==> src/rtl/ha_seq_adder_pkg.sv <==
// ha_seq_adder_pkg: controller state encoding and default operand width
package ha_seq_adder_pkg;
   localparam int DEF_WIDTH = 8;
   typedef enum logic [2:0] {
      IDLE = 3'd0,
      H1   = 3'd1,
      H2   = 3'd2,
      FIN  = 3'd3,
      DONE = 3'd4
   } state_e;
endpackage

==> src/rtl/ha_seq_adder.sv <==
// ha_seq_adder: bit-serial adder time-sharing one external registered half-adder.
// HA_SEQ_ADDER_SUB_EN adds in_sub (A-B via inverted B and carry-in 1).
module ha_seq_adder
   import ha_seq_adder_pkg::*;
#(
   parameter int WIDTH = DEF_WIDTH
) (
   input  logic             clk,
   input  logic             rst_n,
   input  logic             in_valid,
   output logic             in_ready,
   input  logic [WIDTH-1:0] in_a,
   input  logic [WIDTH-1:0] in_b,
`ifdef HA_SEQ_ADDER_SUB_EN
   input  logic             in_sub,
`endif
   output logic             out_valid,
   input  logic             out_ready,
   output logic [WIDTH-1:0] out_sum,
   output logic             out_cout,
   output logic             busy,
   output logic             ha_a,
   output logic             ha_b,
   input  logic             ha_sum,
   input  logic             ha_carry
);
   localparam int IW = (WIDTH > 1) ? $clog2(WIDTH) : 1;
   localparam logic [IW-1:0] LAST = IW'(WIDTH - 1);

   state_e           state_q;
   logic [IW-1:0]    idx_q;
   logic [WIDTH-1:0] a_q, b_q, sum_q;
   logic             c_q, g1_q, cout_q, valid_q;
   logic [WIDTH-1:0] b_d;
   logic             c_d;

`ifdef HA_SEQ_ADDER_SUB_EN
   assign b_d = in_sub ? ~in_b : in_b;
   assign c_d = in_sub;
`else
   assign b_d = in_b;
   assign c_d = 1'b0;
`endif

   assign in_ready  = (state_q == IDLE);
   assign busy      = (state_q != IDLE);
   assign out_valid = valid_q;
   assign out_sum   = sum_q;
   assign out_cout  = cout_q;

   // H1 feeds the operand bits; H2 folds the running carry into the partial sum
   always_comb begin
      ha_a = (state_q == H1) ? a_q[idx_q] : (state_q == H2) ? ha_sum : 1'b0;
      ha_b = (state_q == H1) ? b_q[idx_q] : (state_q == H2) ? c_q : 1'b0;
   end

   always_ff @(posedge clk or negedge rst_n) begin
      if (!rst_n) begin
         state_q <= IDLE;
         idx_q   <= '0;
         a_q     <= '0;
         b_q     <= '0;
         sum_q   <= '0;
         c_q     <= 1'b0;
         g1_q    <= 1'b0;
         cout_q  <= 1'b0;
         valid_q <= 1'b0;
      end else begin
         case (state_q)
            IDLE: if (in_valid) begin
               a_q     <= in_a;
               b_q     <= b_d;
               idx_q   <= '0;
               c_q     <= c_d;
               state_q <= H1;
            end
            H1: begin
               if (idx_q != '0) begin
                  sum_q[idx_q - 1'b1] <= ha_sum;
                  c_q                 <= g1_q | ha_carry;
               end
               state_q <= H2;
            end
            H2: begin
               g1_q <= ha_carry;
               if (idx_q == LAST) state_q <= FIN;
               else begin
                  idx_q   <= idx_q + 1'b1;
                  state_q <= H1;
               end
            end
            FIN: begin
               sum_q[WIDTH-1] <= ha_sum;
               cout_q         <= g1_q | ha_carry;
               valid_q        <= 1'b1;
               state_q        <= DONE;
            end
            DONE: if (out_ready) begin
               valid_q <= 1'b0;
               state_q <= IDLE;
            end
            default: state_q <= IDLE;
         endcase
      end
   end
endmodule

==> config.mk <==
export PLATFORM = sky130hd
export DESIGN_NAME = ha_seq_adder
export DESIGN_NICKNAME = d
export VERILOG_FILES = /design/src/rtl/ha_seq_adder_pkg.sv /design/src/rtl/ha_seq_adder.sv
export SDC_FILE = /design/constraint.sdc
export NUM_CORES = 1
export LEC_CHECK = 0
export ABC_AREA = 1
export CAP_MARGIN = 20
export CORE_ASPECT_RATIO = 0.7
export CORE_MARGIN = 10
export CORE_UTILIZATION = 46
export CTS_CLUSTER_SIZE = 8
export DETAILED_ROUTE_END_ITERATION = 10
export HOLD_SLACK_MARGIN = 0.05
export PLACE_DENSITY = 0.75
export SYNTH_ARGS = -nofsm -noshare
export SYNTH_HDL_FRONTEND = slang
export SYNTH_SLANG_ARGS = --single-unit
==> constraint.sdc <==
create_clock -name clk -period 1.57 [get_ports clk]
set_input_delay 0.157 -clock clk [delete_from_list [all_inputs] [get_ports clk]]
set_output_delay 0.157 -clock clk [all_outputs]
set_load 0.05 [all_outputs]
==> results.md <==
* Clock transition at the registers of the reported paths at 0.06 ns
* Worst Setup Path Type: reg2out
* Post-CTS Hold Fix Bufs at 0
* FFs w/ async S/R, synth at 100%
* Final period utilization at 103%
* FP Rows at 19
* Critical Path AT at 1.46 ns
* Number of synthesized flops with an enable pin at 0
* Largest net degree at the start of global routing at 35
* Crit path capture type: output port
* Setup Skew at 0.00276 ns
* # IOs at 36
* Drt pass-1 iters at 4
* CTS sink count at 34
* Ant diodes at 0
* Count of final hold-check violations at 0
* Worst R2R Setup Slack at 0.06 ns
* Ratio of cells with drive above 1 in the final layout at 21.8%
* DRC errors left at 0
* #FFs+latches synth at 34
* RSZ-0062 raised after global routing: yes
* Cts bufs inserted at 5
* Failing checks: setup timing
* Fin nets at 311
* Core footprint at 3870 um2
* Post-Route WL at 4.40 mm
* Total number of vias at 1654
* Worst VDD drop at 0.00176 V
* Vias in the first global route at 1608
* Clk_lat worst skew at 0.29 ns
* Starting Density at 47.3%
* Final worst path period need at 1.61 ns
* Status: finished, violations left
* Mapped Area at 1830 um2
* Predominant post-synthesis flop cell: dfrtp_1
* Ranking of synthesized cells by area: dfrtp_1 (46%), nand2_1 (14%), nand3_1 (6.8%)
* Die Wd at 95.5 um
* Placed Cells at 324
* Final WS setup at -0.0443 ns
* GRT Overall Usage at 13.1%
* Worst Max-Slew Pin Slew at 0.434 ns
* Avg Cell Area, Syn at 7.70 um2
* Number of port buffers at 35
* Relative slew slack at 71.0%
* Slew Viols, Final at 0
* Final setup fails at 2
* Chip Height at 72.8 um
* Fmax at 619 MHz
* Fin cells at 337
* Seq/Total Area, Yosys at 46.4%
* Antenna viol nets, final at 0
* Dpl hpwl at 3.12 mm
* Clk buf depth at 2
* Gr ovfl total at 0
* Die ar. at 6950 um2
* Root Driver: clkbuf_8
* Area Growth Syn to Fin at 35.4%
* H-tree levels at 2
* First-pass GRT wire length at 7.32 mm
* Crit-path max FO at 6
* Leading area contributor after synthesis: dfrtp_1
* Power Density at 2140 nW/um2
* Leakage Power at 0.00124 uW
* Post-synthesis cell count at 238
* Avg WL per Cell at 13.1 um
* Mapped Nets at 264
* HP Class: in2async
* CTS tree: yes
* Synth cell types at 22
* DR vias/cell at 4.91
* Yosys Warn Count at 0
* Pre-CTS setup slack at 0.142 ns
* Post-synth top cells: nand2_1 (70), dfrtp_1 (34), nor2_1 (28), inv_1 (27), nand3_1 (25)
* Drt initial violations at 86
* Synth top area share at 46.4%
* RePlAce Congestion at 0.858
* Max_cap viols at 0
* Worst EP required at 1.41 ns
* Crit start category: register
* Initial antenna violation count at 0
* Top-count cell post-synth: nand2_1
==> final cells by class <==
type | count | area [um2]
clock buffer | 7 | 76.3
multi-input combinational | 165 | 900
fill | 334 | 1390
tap | 52 | 65.1
sequential | 34 | 851
inverter | 32 | 128
timing repair buffer | 47 | 463
==> worst paths after layout <==
check,from,endpoint,cells after the start
min in group clk,in_b[0],b_q[0],3
max in group asynchronous,rst_n,b_q[6],2
worst min-delay path,rst_n,a_q[2],2
worst max-delay path,idx_q[0],ha_a,8
worst min register to register,out_sum[4],out_sum[4],2
worst max register to register,idx_q[0],idx_q[1],8
==> cell families (layout without fill, tap and decap cells) <==
logic type / Yosys count / count (layout) / synth area share [%]
adders and majority gates: 4 / 4 / 2.73
and+or+nand+nor: 143 / 143 / 36.5
DFF: 34 / 34 / 46.4
buffers and inverters: 39 / 86 / 9.49
AOI/OAI and AO/OA: 18 / 18 / 4.91
==> what timing repair did <==
item,4_1_cts,5_1_grt
endpoints found under the setup margin,2,10
pin swaps,4,5
gates cloned,1,0
setup buffers,3,2
resized for setup,7,21
==> cells in the final DEF, fill, tap and decap left out, types with 2 or more instances in the layout <==
cell	netlist	final
nand4_1	7	7
ha_4	0	2
buf_6	3	2
clkbuf_1	2	2
nand3_1	25	24
ha_1	4	2
nor2_1	28	22
nand2_1	70	66
clkdlybuf4s50_1	0	21
nand2_4	3	2
nand2_2	2	6
inv_4	1	3
a21oi_1	16	16
buf_4	0	19
buf_12	0	4
nor2_2	0	2
nand3_2	2	2
o21ai_0	2	2
nor2_4	2	6
clkbuf_8	0	5
inv_2	4	4
dfrtp_1	34	34
inv_1	27	25
==> worst max-delay path: stages (launching register included) <==
cell and delay, ns:
dfrtp_1 0.43, buf_6 0.16, nor2_2 0.07, nor2_1 0.04, nand2_1 0.08, nand3_1 0.07, nand3_1 0.10, nand2_2 0.07
buf_12 0.15
==> state kept, by name (all words and copies together) (netlist names) <==
| signal | flops |
|---|---|
| out_valid | 1 |
| b_q | 8 |
| idx_q | 3 |
| state_q | 3 |
| c_q | 1 |
| out_cout | 1 |
| a_q | 8 |
| out_sum | 8 |
| g1_q | 1 |
==> metrics by stage <==
stage / hold slack (ns) / utilization (%) / setup TNS (ns) / total power [uW] / cell area [um2]
final: 0.277 / 64.1 / -0.0849 / 5300 / 2480
after global routing: 0.334 / 64.1 / -0.294 / 5710 / 2480
after CTS: 0.290 / 61.4 / -0.0653 / 5040 / 2380
after detailed placement: 0.460 / 58.2 / 0 / 4310 / 2260
after global placement: 0.456 / 58.2 / 0 / 4250 / 2260
after floorplan: -0.139 / - / 0 / 3420 / 1840
==> metal layers <==
layer / vias to the layer above / GRT usage [%] / share of wire [%]
met5: - / 0 / 0
met1: 760 / 17.0 / 47
li1: 845 / - / -
met3: 11 / 5.34 / 6.5
met4: 0 / 5.71 / 1.9
met2: 38 / 18.6 / 44
==> where the power goes <==
group          leakage, uW  switching [uW]  internal, uW  total (uW)
Sequential        0.000380             212          1250        1470
Combinational     0.000824            2030          1200        3230
Clock            0.0000383             302           305         607
Total              0.00124            2540          2760        5300
Power figures use the tool's default switching activity.
